## config.mk

```make
export PLATFORM = sky130hd
export DESIGN_NAME = sobel_window_stream
export DESIGN_NICKNAME = d
export VERILOG_FILES = /design/src/rtl/sobel_window_stream_pkg.sv /design/src/rtl/sobel_window_stream_mag_core.sv /design/src/rtl/sobel_window_stream.sv
export SDC_FILE = /design/constraint.sdc
export NUM_CORES = 1
export LEC_CHECK = 0
export CORE_MARGIN = 4
export CORE_UTILIZATION = 40
export DETAILED_ROUTE_END_ITERATION = 16
export GPL_TIMING_DRIVEN = 0
export SYNTH_ARGS = -nofsm -noshare
export SYNTH_HDL_FRONTEND = slang
export SYNTH_HIERARCHICAL = 1
export SYNTH_SLANG_ARGS = --single-unit
```

## constraint.sdc

```tcl
create_clock -name clk_i -period 9.73 [get_ports clk_i]
set_clock_uncertainty 0.05 [all_clocks]
set_input_delay 1.946 -clock clk_i [delete_from_list [all_inputs] [get_ports clk_i]]
set_output_delay 1.946 -clock clk_i [all_outputs]
set_load 0.01 [all_outputs]
```

## src/rtl/sobel_window_stream_pkg.sv

```systemverilog
// Shared types for the column-serial Sobel window stream: geometry, window layout and FSM states.
// The window typedefs are sized by SOBEL_PIXEL_W, so the PIXEL_W parameter of the blocks must match it.
package sobel_window_stream_pkg;

  localparam int SOBEL_PIXEL_W    = 8;
  localparam int SOBEL_LINE_W     = 10;
  localparam int SOBEL_WIN_N      = 3;
  localparam int SOBEL_PX_PER_COL = 3;
  localparam int SOBEL_FILL_PX    = SOBEL_WIN_N * SOBEL_PX_PER_COL;

  typedef logic [SOBEL_PIXEL_W-1:0] sobel_px_t;

  typedef struct packed {
    sobel_px_t row2;
    sobel_px_t row1;
    sobel_px_t row0;
  } sobel_col_t;

  typedef struct packed {
    sobel_col_t col2;
    sobel_col_t col1;
    sobel_col_t col0;
  } sobel_win_t;

  typedef enum logic [1:0] {
    IDLE  = 2'd0,
    FILL  = 2'd1,
    SLIDE = 2'd2
  } state_t;

endpackage

```

## src/rtl/sobel_window_stream_mag_core.sv

```systemverilog
// Combinational Sobel |Gx|+|Gy| over a 3x3 window, then saturation (mode 0) or threshold (mode 1).
// Zero latency; no flow control of its own.
module sobel_mag_core
  import sobel_window_stream_pkg::*;
#(
  parameter int PIXEL_W = SOBEL_PIXEL_W
) (
  input  sobel_win_t         win_i,
  input  logic               mode_i,
  input  logic [PIXEL_W-1:0] thresh_i,
  output logic [PIXEL_W-1:0] px_o
);

  localparam int GW = PIXEL_W + 3;
  localparam int MW = PIXEL_W + 4;

  function automatic logic [GW-1:0] wsum(input logic [PIXEL_W-1:0] a, b, c);
    return GW'(a) + (GW'(b) << 1) + GW'(c);
  endfunction

  // |G| never exceeds 4*(2^PIXEL_W-1), so the negation cannot overflow GW bits
  function automatic logic [GW-1:0] absv(input logic [GW-1:0] v);
    return v[GW-1] ? (~v + GW'(1)) : v;
  endfunction

  logic [GW-1:0] gx;
  logic [GW-1:0] gy;
  logic [MW-1:0] mag;

  always_comb begin
    gx  = wsum(win_i.col2.row0, win_i.col2.row1, win_i.col2.row2)
        - wsum(win_i.col0.row0, win_i.col0.row1, win_i.col0.row2);
    gy  = wsum(win_i.col0.row2, win_i.col1.row2, win_i.col2.row2)
        - wsum(win_i.col0.row0, win_i.col1.row0, win_i.col2.row0);
    mag = MW'(absv(gx)) + MW'(absv(gy));
    if (mode_i) begin
      px_o = (mag >= MW'(thresh_i)) ? '1 : '0;
    end else begin
      px_o = (mag > MW'({PIXEL_W{1'b1}})) ? '1 : mag[PIXEL_W-1:0];
    end
  end

endmodule

```

## src/rtl/sobel_window_stream.sv

```systemverilog
// Column-serial 3x3 Sobel window controller: builds/slides the window, one edge pixel per window.
// Output registered 1 cycle after the completing pixel; input stalls only while a finished window waits on a full output.
module sobel_window_stream
  import sobel_window_stream_pkg::*;
#(
  parameter int PIXEL_W = SOBEL_PIXEL_W,
  parameter int LINE_W  = SOBEL_LINE_W
) (
  input  logic               clk_i,
  input  logic               nreset_i,
  input  logic               start_i,
  input  logic [LINE_W-1:0]  line_len_i,
  input  logic               cfg_mode_i,
  input  logic [PIXEL_W-1:0] cfg_thresh_i,
  input  logic               px_valid_i,
  input  logic [PIXEL_W-1:0] px_i,
  output logic               px_ready_o,
  output logic               px_valid_o,
  output logic [PIXEL_W-1:0] px_o,
  input  logic               px_ready_i,
  output logic               eol_o,
  output logic               busy_o
);

  localparam logic [3:0] FILL_LAST  = 4'(SOBEL_FILL_PX - 1);
  localparam logic [3:0] SLIDE_LAST = 4'(SOBEL_PX_PER_COL - 1);

  state_t             state_q, state_d;
  logic [3:0]         pix_cnt_q, pix_cnt_d;
  logic [LINE_W-1:0]  win_cnt_q, win_cnt_d;
  logic [LINE_W-1:0]  line_len_q;
  logic               mode_q;
  logic [PIXEL_W-1:0] thresh_q;
  sobel_win_t         win_q, win_d;
  logic               win_vld_q, win_vld_d;
  logic               win_eol_q, win_eol_d;
  logic               out_vld_q, out_vld_d;
  logic               out_eol_q, out_eol_d;
  logic [PIXEL_W-1:0] out_px_q, out_px_d;
  logic [PIXEL_W-1:0] core_px;
  logic               out_free, px_xfer, win_done, eol_hit;

  assign out_free = !out_vld_q || px_ready_i;
  assign px_xfer  = px_valid_i && px_ready_o;
  assign win_done = px_xfer && (pix_cnt_q == ((state_q == FILL) ? FILL_LAST : SLIDE_LAST));
  assign eol_hit  = (line_len_q != '0) && ((win_cnt_q + LINE_W'(1)) == line_len_q);

  always_ff @(posedge clk_i or negedge nreset_i) begin
    if (!nreset_i) state_q <= IDLE;
    else           state_q <= state_d;
  end

  always_comb begin
    state_d = state_q;
    case (state_q)
      IDLE:    if (start_i) state_d = FILL;
      FILL:    if (win_done) state_d = eol_hit ? FILL : SLIDE;
      SLIDE:   if (win_done && eol_hit) state_d = FILL;
      default: state_d = IDLE;
    endcase
    if (!start_i) state_d = IDLE;
  end

  always_comb begin
    px_ready_o = ((state_q == FILL) || (state_q == SLIDE)) && (!win_vld_q || out_free);
    busy_o     = (state_q != IDLE) || out_vld_q;
  end

  // The core sees the pre-edge window, so a shift on the hand-off edge is safe
  always_comb begin
    win_d     = win_q;
    pix_cnt_d = pix_cnt_q;
    win_cnt_d = win_cnt_q;
    win_vld_d = win_vld_q && !out_free;
    win_eol_d = win_eol_q;
    if (px_xfer) begin
      pix_cnt_d = win_done ? '0 : pix_cnt_q + 4'd1;
      if (state_q == FILL) begin
        case (pix_cnt_q)
          4'd0:    win_d.col0.row0 = px_i;
          4'd1:    win_d.col0.row1 = px_i;
          4'd2:    win_d.col0.row2 = px_i;
          4'd3:    win_d.col1.row0 = px_i;
          4'd4:    win_d.col1.row1 = px_i;
          4'd5:    win_d.col1.row2 = px_i;
          4'd6:    win_d.col2.row0 = px_i;
          4'd7:    win_d.col2.row1 = px_i;
          default: win_d.col2.row2 = px_i;
        endcase
      end else begin
        case (pix_cnt_q)
          4'd0: begin
            win_d.col0      = win_q.col1;
            win_d.col1      = win_q.col2;
            win_d.col2.row0 = px_i;
          end
          4'd1:    win_d.col2.row1 = px_i;
          default: win_d.col2.row2 = px_i;
        endcase
      end
    end
    if (win_done) begin
      win_vld_d = 1'b1;
      win_eol_d = eol_hit;
      win_cnt_d = eol_hit ? '0 : win_cnt_q + LINE_W'(1);
    end
    if (!start_i) begin
      pix_cnt_d = '0;
      win_cnt_d = '0;
      win_vld_d = 1'b0;
    end
  end

  sobel_mag_core #(.PIXEL_W(PIXEL_W)) u_core (
    .win_i   (win_q),
    .mode_i  (mode_q),
    .thresh_i(thresh_q),
    .px_o    (core_px)
  );

  always_comb begin
    out_vld_d = out_vld_q;
    out_px_d  = out_px_q;
    out_eol_d = out_eol_q;
    if (out_free) begin
      out_vld_d = win_vld_q;
      out_eol_d = win_vld_q && win_eol_q;
      if (win_vld_q) out_px_d = core_px;
    end
  end

  always_ff @(posedge clk_i or negedge nreset_i) begin
    if (!nreset_i) begin
      pix_cnt_q  <= '0;
      win_cnt_q  <= '0;
      line_len_q <= '0;
      mode_q     <= 1'b0;
      thresh_q   <= '0;
      win_q      <= '0;
      win_vld_q  <= 1'b0;
      win_eol_q  <= 1'b0;
      out_vld_q  <= 1'b0;
      out_eol_q  <= 1'b0;
      out_px_q   <= '0;
    end else begin
      pix_cnt_q <= pix_cnt_d;
      win_cnt_q <= win_cnt_d;
      win_q     <= win_d;
      win_vld_q <= win_vld_d;
      win_eol_q <= win_eol_d;
      out_vld_q <= out_vld_d;
      out_eol_q <= out_eol_d;
      out_px_q  <= out_px_d;
      if ((state_q == IDLE) && start_i) begin
        line_len_q <= line_len_i;
        mode_q     <= cfg_mode_i;
        thresh_q   <= cfg_thresh_i;
      end
    end
  end

  assign px_valid_o = out_vld_q;
  assign px_o       = out_px_q;
  assign eol_o      = out_eol_q;

endmodule

```

==> flow_summary_export.csv, run 1 <==
group,metric,value,unit
layout,instances_no_fill,1386,
yosys,synth_top_family_by_area,"adder cells",
sta,timing.final.crit_period,6960,ps
yosys,syn-mean-instance-area,9.51,um2
place,post-dp-hpwl,16.4,mm
floorplanning,overall_die_width,162,um
yosys,syn-num-nets,1149,
clocking,insertion_delay,430,ps
status,status,"complete, no violations",
floorplanning,start_util,0.406,
route,top_layer,"met4",
sta,max_slew_margin,0.366,
sta,setup_repair_after_global_routing_missed_its_margin,"false",
yosys,yosysMostFrequentCell,"sky130_fd_sc_hd__inv_1",
layout,proportion_of_layout_cells_with_a_drive_suffix_above_1,0.100,
sta,worst_slew_pin_slew,950,ps
yosys,synth_flop_cell,"sky130_fd_sc_hd__dfrtp_1",
worst_setup_path,crit_path_most_repeated_cell,"sky130_fd_sc_hd__fa_1",
route,drt_first_iter_violations,361,
place,portBuffers,34,
worst_setup_path,worst_setup_path_end_kind,"register",
route,avgViaCountPerCell,4.99,
floorplanning,die_area,26300,um2
route,drt-met1-wl,10.4,mm
clocking,h_tree_levels,4,
place,place.detailed.instances,1354,
grt,grt_antenna_before_repair,0,
clocking,clock-sinks,119,
sta,final-max-slew-violation-count,0,
yosys,synth_commonest_cells,"146 x sky130_fd_sc_hd__inv_1, 119 x sky130_fd_sc_hd__dfrtp_1, 91 x sky130_fd_sc_hd__nor2_1",
worst_setup_path,worstPathMaxFanout,10,
grt,grt_start_max_net_pins,84,
route,drc,0,
route,detailroute.wirelength.met2,9.56,mm
hold_path,hold_path.class,"register to register",
clocking,tritoncts.num_buffers,17,
worst_setup_path,cp_slowest_stage_delay,550,ps
route,drt-wirelength-per-cell,14.9,um
yosys,synth-compound-area-share,0.111,
clocking,tritoncts,"yes",
yosys,synth_top_cell_area_share,0.313,
layout,finalNetCount,1203,
worst_setup_path,crit_chain,"inv_1, fa_1, fa_1, inv_1, fa_1, inv_1, ha_1, nor2_1, a211oi_1, a21oi_1, o21bai_2, mux2_1, fa_1, a211oi_1, o21bai_1, a21oi_1, xnor2_1, ha_1, nand3_1, nand4b_1, a41oi_1, o211ai_1, mux2_2",
yosys,synth-adder-area-share,0.204,
grt,total_global_routing_track_utilization,0.168,
clocking,cts.clk_slew.worst_paths,70,ps
floorplanning,num_rows,56,
floorplanning,floorplan.die.height,162,um
route,ant_nets,0,
floorplanning,core_area,23400,um2
yosys,post_synth_xor_area_fraction,0.0424,
layout,num-fill-cells,2304,
sta,setup_tns,0,ps
worst_setup_path,startpoint_type,"register",
clocking,ctsResizeCount,0,
yosys,synth.ff_latch_count,119,
sta,clock.fmax,144,MHz
grt,grt.overflow.total,0,
clocking,cts_setup_buffers,0,
worst_setup_path,critPathKind,"register to register",
yosys,synthCells,1000,
place,last_weighted_congestion_value_of_the_routability_driven_placer,0.827,
sta,number_of_failing_setup_endpoints_in_the_final_timing_report,0,
job,cap_violations,0,
yosys,syn_area,9510,um2
yosys,ys_async_sr_fraction,1.00,
grt,grt_pass1_wl,36.0,mm
yosys,yosys-mux-area-fraction,0.116,
yosys,number_of_flops_mapped_to_enable_cells_by_yosys,0,
route,postRouteWirelength,20.7,mm
worst_setup_path,worst_endpoint_data_arrival_time,7210,ps
clocking,cts_hold_bufs,0,
clocking,cts_buffer_depth,2,
layout,diodes,0,
yosys,synth.yosys.warnings,6,
layout,finish.utilization,0.464,
yosys,post_synth_and_or_nand_nor_area_fraction,0.138,
sta,post-route-period-util,0.716,
worst_setup_path,timing.critical_path.slowest_stage_cell,"sky130_fd_sc_hd__fa_1",
route,met3_wirelength,554,um
worst_setup_path,wp_data_required,9980,ps
grt,grt_pass1_vias,7226,
sta,finalHoldViolations,0,
yosys,synth_top_cells_by_area,"sky130_fd_sc_hd__dfrtp_1 31%, sky130_fd_sc_hd__fa_1 13%, sky130_fd_sc_hd__ha_1 7.1%, sky130_fd_sc_hd__mux2_2 6.0%, sky130_fd_sc_hd__inv_1 5.8%",
layout,syn2layout_area_growth,14.1,%
sta,worst_hold_slack,427,ps
yosys,netlist-cell-type-count,73,
yosys,yosysSeqAreaShare,0.313,
yosys,synthDominantAreaCellType,"sky130_fd_sc_hd__dfrtp_1",
floorplanning,io_pins,44,
clocking,cts-root-buf,"sky130_fd_sc_hd__clkbuf_16",
route,first_pass_iters,5,
route,total_via_count_in_the_routed_design,6922,
==> metrics by stage <==
step | instance area [um2] | setup slack [ps]
after floorplan | 9510 | 3530
after global placement | 10200 | 1730
after detailed placement | 10300 | 2740
after CTS | 10800 | 2710
after global routing | 10800 | 2210
final | 10800 | 2770
==> worst paths after layout <==
| kind | start | endpoint | slack (ps) | cells after the start |
|---|---|---|---|---|
| max | win_q[53] | px_o[6] | 2770 | 23 |
| min | win_q[2] | win_q[2] | 430 | 2 |
| max reg2reg | win_q[53] | px_o[6] | 2770 | 23 |
| min reg2reg | win_q[2] | win_q[2] | 430 | 2 |
| max in group asynchronous | nreset_i | win_q[16] | 7490 | 2 |
| min in group asynchronous | nreset_i | thresh_q[4] | 1370 | 1 |
==> layer usage <==
metal | track usage | up-vias
met2 | 0.271 | 109
li1 | - | 3471
met3 | 0.0226 | 14
met5 | 0 | -
met1 | 0.240 | 3328
met4 | 0.0442 | 0
==> worst max-delay path, delay by kind of cell, from the launching register on <==
family | cells | cell delay, ps
AND/OR/NAND/NOR | 3 | 290
XOR/XNOR | 1 | 190
multiplexers | 2 | 710
AO/OA/AOI/OAI | 8 | 2280
adder cells (fa/ha/maj) | 6 | 2670
buffers and inverters | 3 | 230
flip-flops | 1 | 400
==> state kept, by name, indices dropped and copies added (netlist names), 2 cells and up <==
signal / count
line_len_q: 10
pix_cnt_q: 4
px_o: 8
state_q: 2
thresh_q: 8
win_cnt_q: 10
win_q: 72
==> placed cells by master, fill, tap and decap left out, types with 7 or more instances in the layout <==
| master | n |
|---|---|
| sky130_fd_sc_hd__inv_1 | 146 |
| sky130_fd_sc_hd__dfrtp_1 | 119 |
| sky130_fd_sc_hd__nor2_1 | 91 |
| sky130_fd_sc_hd__a21oi_1 | 73 |
| sky130_fd_sc_hd__fa_1 | 63 |
| sky130_fd_sc_hd__nand2_1 | 59 |
| sky130_fd_sc_hd__ha_1 | 54 |
| sky130_fd_sc_hd__mux2_2 | 51 |
| sky130_fd_sc_hd__mux2i_1 | 51 |
| sky130_fd_sc_hd__clkdlybuf4s50_1 | 33 |
| sky130_fd_sc_hd__o21ai_0 | 31 |
| sky130_fd_sc_hd__xnor2_1 | 25 |
| sky130_fd_sc_hd__clkbuf_1 | 21 |
| sky130_fd_sc_hd__xor2_1 | 21 |
| sky130_fd_sc_hd__nand3_1 | 18 |
| sky130_fd_sc_hd__clkbuf_16 | 17 |
| sky130_fd_sc_hd__o211ai_1 | 12 |
| sky130_fd_sc_hd__buf_1 | 11 |
| sky130_fd_sc_hd__nor3_1 | 10 |
| sky130_fd_sc_hd__o21ai_1 | 9 |
| sky130_fd_sc_hd__nand2b_1 | 8 |
| sky130_fd_sc_hd__nor2b_1 | 8 |
| sky130_fd_sc_hd__nor4_1 | 8 |
| sky130_fd_sc_hd__or3_1 | 7 |
==> logic make-up after synthesis <==
group | after synthesis
compound gates | 170
xor+xnor | 46
fa+ha+maj | 117
buf+inv | 184
flops | 119
mux | 104
simple gates | 260
==> layout make-up <==
cell class	count	area, um2	share of cell area
buffer	37	160	0.0148
clock buffer	18	429	0.0396
clock inverter	14	143	0.0131
inverter	147	552	0.0509
multi-input combinational	697	5820	0.536
sequential	119	2980	0.275
tap	319	399	0.0368
timing repair buffer	35	369	0.0340
Power of run 1 is not shown: default switching activity piles up to over one toggle a cycle in this logic, so the estimate is an artifact.
==> inputs of run 2 (changes only) <==
==> constraint.sdc (replaced) <==
create_clock -name clk_i -period 6.87 [get_ports clk_i]
set_clock_uncertainty 0.05 [all_clocks]
set_input_delay 1.374 -clock clk_i [delete_from_list [all_inputs] [get_ports clk_i]]
set_output_delay 1.374 -clock clk_i [all_outputs]
set_load 0.01 [all_outputs]
==> run 2 against run 1 <==
Compared with the run above: critical path type unchanged; critical endpoint unchanged; sequential share of layout area is 0.30 points lower; setup slack got worse by 2400 ps; critical path depth is the same; largest cell class unchanged; non-clock buffer count up 6; via count rose by 0.79%; count of clock-buffer cells in the layout unchanged.
==> flow_summary_export.csv, run 2 (synthesis results as in run 1) <==
group,metric,value,unit
worst_setup_path,r2r_slack,340,ps
route,postRouteWirelength,21.0,mm
hold_path,whs_endpoint,"win_q[2]",
floorplanning,core_area,23400,um2
worst_setup_path,worst_reg_to_reg_path_cell_count,23,
worst_setup_path,worst_setup_path_end_kind,"register",
sta,timing.final.crit_period,6530,ps
sta,setup_repair_after_global_routing_missed_its_margin,"false",
layout,most_common_cell_after_layout_fill_and_taps_aside,"sky130_fd_sc_hd__inv_1",
place,post-dp-hpwl,16.4,mm
route,ant_nets,0,
layout,final_cell_mix,"146 x sky130_fd_sc_hd__inv_1, 119 x sky130_fd_sc_hd__dfrtp_1, 91 x sky130_fd_sc_hd__nor2_1",
clocking,insertion_delay,430,ps
layout,finalNetCount,1210,
layout,diodes,0,
floorplanning,overall_die_width,162,um
worst_setup_path,worstPathMaxFanout,8,
worst_setup_path,worst_endpoint_data_arrival_time,6770,ps
worst_setup_path,worst_r2r_endpoint,"px_o[6]",
grt,grt_pass1_wl,36.0,mm
worst_setup_path,wp_data_required,7110,ps
floorplanning,die_area,26300,um2
sta,worst_slew_pin_slew,946,ps
sta,post-route-period-util,0.950,
layout,number_of_flip_flops_under_the_largest_register_name,72,
clocking,cts-root-buf,"sky130_fd_sc_hd__clkbuf_16",
sta,post-route-worst-setup-slack,345,ps
clocking,tritoncts.num_buffers,17,
hold_path,hold_path.class,"register to register",
sta,max_slew_margin,0.369,
layout,syn2layout_area_growth,15.4,%
sta,finalHoldViolations,0,
grt,total_global_routing_track_utilization,0.168,
layout,largest-register,"win_q",
sta,final-max-slew-violation-count,0,
clocking,tritoncts,"yes",
layout,top_regs,"win_q x72, line_len_q x10, win_cnt_q x10",
hold_path,hold_depth,2,
place,pre_cts_slack,-118,ps
grt,grt_pass1_vias,7227,
clocking,cts_hold_bufs,0,
route,avgViaCountPerCell,5.01,
status,status,"complete, no violations",
place,last_weighted_congestion_value_of_the_routability_driven_placer,0.827,
clocking,h_tree_levels,4,
floorplanning,num_rows,56,
worst_setup_path,critPathKind,"register to register",
route,drt-wirelength-per-cell,15.0,um
floorplanning,floorplan.die.height,162,um
worst_setup_path,r2r_start,"win_q[53]",
place,portBuffers,34,
worst_setup_path,startpoint_type,"register",
route,drt_first_iter_violations,331,
grt,grt.overflow.total,0,
route,total_via_count_in_the_routed_design,6977,
layout,proportion_of_layout_cells_with_a_drive_suffix_above_1,0.112,
clocking,cts_buffer_depth,2,
route,first_pass_iters,5,
sta,clock.fmax,153,MHz
route,drc,0,
hold_path,hp-start,"win_q[2]",
clocking,cts.clk_slew.worst_paths,70,ps
grt,grt_antenna_before_repair,0,
floorplanning,start_util,0.406,
job,cap_violations,0,
sta,number_of_failing_setup_endpoints_in_the_final_timing_report,0,
clocking,clock-sinks,119,
floorplanning,io_pins,44,
grt,grt_start_max_net_pins,84,
layout,finish.utilization,0.469,
run 2: timing repair:
action | in CTS | in global routing
resized for setup | 1 | 10
buffers inserted | 0 | 6
endpoints found under the setup margin | 8 | 8
gates cloned | 0 | 1
pin swaps | 0 | 5
run 2: stage by stage:
step / hold WS, ps / setup TNS, ps / cells / cell area (um2)
6_report: 426 / 0 / 1393 / 11000
3_5_place_dp: 420 / -800 / 1354 / 10300
2_1_floorplan: 397 / 0 / 1000 / 9510
3_3_place_gp: 414 / -64460 / 1353 / 10200
5_1_grt: 454 / 0 / 1393 / 11000
4_1_cts: 434 / 0 / 1386 / 10900
run 2: worst max path at each step:
stage / startpoint / to / slack (ps) / cells past startpoint
final: win_q[53] / px_o[6] / 340 / 23
after floorplan: win_q[53] / px_o[0] / 670 / 23
after global routing: win_q[53] / px_o[3] / 10 / 23
after global placement: nreset_i / win_q[55] / -560 / 1
after detailed placement: win_q[53] / px_o[6] / -120 / 23
after CTS: win_q[53] / px_o[6] / 9 / 23
run 2: routing by layer:
metal,GRT usage,vias to the layer above,routed length (um)
met1,0.240,3368,10400
met3,0.0226,18,593
li1,-,3490,-
met5,0,-,0
met2,0.271,101,9690
met4,0.0442,0,240
run 2: worst max-delay path: stages (launching register included):
cell	delay, ps
sky130_fd_sc_hd__dfrtp_1	410
sky130_fd_sc_hd__inv_1	130
sky130_fd_sc_hd__fa_1	450
sky130_fd_sc_hd__fa_1	550
sky130_fd_sc_hd__inv_1	60
sky130_fd_sc_hd__fa_1	520
sky130_fd_sc_hd__inv_1	40
sky130_fd_sc_hd__ha_1	390
sky130_fd_sc_hd__nor2_1	110
sky130_fd_sc_hd__a211oi_2	320
sky130_fd_sc_hd__a21oi_2	120
sky130_fd_sc_hd__o21bai_4	240
sky130_fd_sc_hd__mux2_1	400
sky130_fd_sc_hd__fa_1	470
sky130_fd_sc_hd__a211oi_2	280
sky130_fd_sc_hd__o21bai_1	130
sky130_fd_sc_hd__a21oi_1	190
sky130_fd_sc_hd__xnor2_1	190
sky130_fd_sc_hd__ha_1	330
sky130_fd_sc_hd__nand3_1	110
sky130_fd_sc_hd__nand4b_1	150
sky130_fd_sc_hd__a41oi_4	320
sky130_fd_sc_hd__o211ai_1	160
sky130_fd_sc_hd__mux2_2	280
run 2: layout make-up:
type | instances | area, um2
buffer | 37 | 163
clock buffer | 18 | 429
clock inverter | 14 | 143
fill | 2297 | 12400
inverter | 147 | 552
multi-input combinational | 698 | 5890
sequential | 119 | 2980
tap | 319 | 399
timing repair buffer | 41 | 414
Power of run 2 is left out for the same reason.
==> inputs of run 3 (changes only) <==
--- a/config.mk
+++ b/config.mk
@@ -5,7 +5,6 @@
 export SDC_FILE = /design/constraint.sdc
 export NUM_CORES = 1
 export LEC_CHECK = 0
-export CORE_MARGIN = 4
 export CORE_UTILIZATION = 40
 export DETAILED_ROUTE_END_ITERATION = 16
 export GPL_TIMING_DRIVEN = 0
==> run 3 against run 2 <==
Compared with the run above: via count rose by 0.11%; core utilization barely moved; critical endpoint is now px_o[4]; wire length shrank 1.4%; first-iteration DRC count fell by 8.5%.
==> flow_summary_export.csv, run 3 (synthesis results as in run 1) <==
group,metric,value,unit
status,status,"complete, no violations",
layout,diodes,0,
clocking,cts.clk_slew.worst_paths,60,ps
worst_setup_path,wp_data_required,7120,ps
grt,grt_start_max_net_pins,84,
worst_setup_path,startpoint_type,"register",
worst_setup_path,worst_setup_path_end_kind,"register",
sta,final-max-slew-violation-count,0,
grt,grt_pass1_wl,34.7,mm
route,total_via_count_in_the_routed_design,6985,
clocking,h_tree_levels,4,
layout,instances_no_fill,1391,
route,first_pass_iters,5,
clocking,tritoncts.num_buffers,17,
floorplanning,floorplan.die.height,156,um
route,ant_nets,0,
grt,total_global_routing_track_utilization,0.180,
layout,largest-register,"win_q",
floorplanning,io_pins,44,
sta,max_slew_margin,0.345,
floorplanning,start_util,0.406,
sta,clock.fmax,152,MHz
floorplanning,num_rows,56,
route,postRouteWirelength,20.7,mm
layout,final_cell_area,11000,um2
layout,most_common_cell_after_layout_fill_and_taps_aside,"sky130_fd_sc_hd__inv_1",
layout,number_of_flip_flops_under_the_largest_register_name,72,
grt,grt.overflow.total,0,
worst_setup_path,worstPathMaxFanout,8,
sta,number_of_failing_setup_endpoints_in_the_final_timing_report,0,
clocking,clock-sinks,119,
layout,syn2layout_area_growth,15.4,%
sta,finalHoldViolations,0,
worst_setup_path,critPathKind,"register to register",
hold_path,hold_depth,2,
clocking,tritoncts,"yes",
route,top_layer,"met4",
sta,worst_slew_pin_slew,978,ps
layout,final_cell_mix,"146 x sky130_fd_sc_hd__inv_1, 119 x sky130_fd_sc_hd__dfrtp_1, 91 x sky130_fd_sc_hd__nor2_1",
sta,timing.final.crit_period,6580,ps
clocking,cts_buffer_depth,2,
place,dpl-instance-area,10300,um2
layout,top_regs,"win_q x72, line_len_q x10, win_cnt_q x10",
place,post-dp-hpwl,16.4,mm
route,drt-wirelength-per-cell,14.9,um
floorplanning,die_area,24400,um2
clocking,cts-root-buf,"sky130_fd_sc_hd__clkbuf_16",
route,avgViaCountPerCell,5.02,
route,drt-met1-wl,10.3,mm
layout,finalNetCount,1208,
floorplanning,core_area,23400,um2
clocking,insertion_delay,430,ps
sta,post-route-period-util,0.958,
layout,proportion_of_layout_cells_with_a_drive_suffix_above_1,0.113,
worst_setup_path,worst_reg_to_reg_path_cell_count,23,
grt,grt_antenna_before_repair,0,
route,met3_wirelength,483,um
route,drc,0,
place,portBuffers,34,
grt,grt_pass1_vias,7072,
route,detailroute.wirelength.met2,9.59,mm
place,place.detailed.instances,1354,
place,last_weighted_congestion_value_of_the_routability_driven_placer,0.848,
worst_setup_path,worst_endpoint_data_arrival_time,6830,ps
hold_path,hold_path.class,"register to register",
route,drt_first_iter_violations,303,
floorplanning,overall_die_width,156,um
job,cap_violations,0,
## run 3: changes by cell type in the layout (fill, tap and decap cells not counted), sizes merged
cell      previous run  this run
clkinvlp             1         2
inv                151       156
clkinv               8         2
bufinv               1         2
buf                 24        23
clkbuf              39        38
o21bai               4         3
## run 3: cell type report
type / count / area [um2]
buffer: 37 / 163
clock buffer: 17 / 425
clock inverter: 15 / 183
fill: 2291 / 12400
inverter: 147 / 552
multi-input combinational: 697 / 5870
sequential: 119 / 2980
tap: 319 / 399
timing repair buffer: 40 / 407
## run 3: routing by layer
| metal | track usage | up-vias |
|---|---|---|
| met5 | 0 | - |
| met4 | 0.0542 | 0 |
| met3 | 0.0278 | 18 |
| met2 | 0.292 | 85 |
| met1 | 0.248 | 3399 |
| li1 | - | 3483 |
## run 3: stage by stage
stage | util | setup slack (ps) | hold slack [ps] | TNS [ps]
final | 0.469 | 291 | 427 | 0
after floorplan | - | 672 | 397 | 0
after global routing | 0.469 | -71.5 | 451 | -486
after global placement | 0.438 | -583 | 414 | -67420
after CTS | 0.466 | 98.7 | 430 | 0
after detailed placement | 0.439 | -126 | 415 | -903
## run 3: critical path, cell delays in order, from the launching register on
cell and delay (ps):
sky130_fd_sc_hd__dfrtp_1 410, sky130_fd_sc_hd__inv_1 70, sky130_fd_sc_hd__fa_1 480, sky130_fd_sc_hd__fa_1 550
sky130_fd_sc_hd__inv_1 60, sky130_fd_sc_hd__fa_1 530, sky130_fd_sc_hd__inv_1 40, sky130_fd_sc_hd__ha_1 340
sky130_fd_sc_hd__o21ai_1 320, sky130_fd_sc_hd__o211ai_1 190, sky130_fd_sc_hd__a21oi_1 280, sky130_fd_sc_hd__o21bai_4 160
sky130_fd_sc_hd__mux2_1 380, sky130_fd_sc_hd__fa_1 470, sky130_fd_sc_hd__a211oi_2 270, sky130_fd_sc_hd__o21bai_1 130
sky130_fd_sc_hd__a21oi_1 180, sky130_fd_sc_hd__xnor2_1 190, sky130_fd_sc_hd__ha_1 320, sky130_fd_sc_hd__nand3_1 100
sky130_fd_sc_hd__nand4b_1 160, sky130_fd_sc_hd__a41oi_4 330, sky130_fd_sc_hd__o211ai_1 160, sky130_fd_sc_hd__mux2_2 280
## run 3: repair_timing
| item | CTS | global route |
|---|---|---|
| buffers inserted | 0 | 5 |
| setup endpoints to repair | 8 | 8 |
| hold buffers | 0 | 0 |
| gates resized for setup | 2 | 9 |
| pin swaps | 0 | 7 |
## run 3: path summary, 6_finish.rpt
check / startpoint / endpoint / slack (ps)
max: win_q[51] / px_o[4] / 290
min: win_q[3] / win_q[3] / 430
max reg2reg: win_q[51] / px_o[4] / 290
min reg2reg: win_q[3] / win_q[3] / 430
max in group asynchronous: nreset_i / win_q[30] / 5230
min in group asynchronous: nreset_i / thresh_q[3] / 800
Power of run 3 is left out for the same reason.
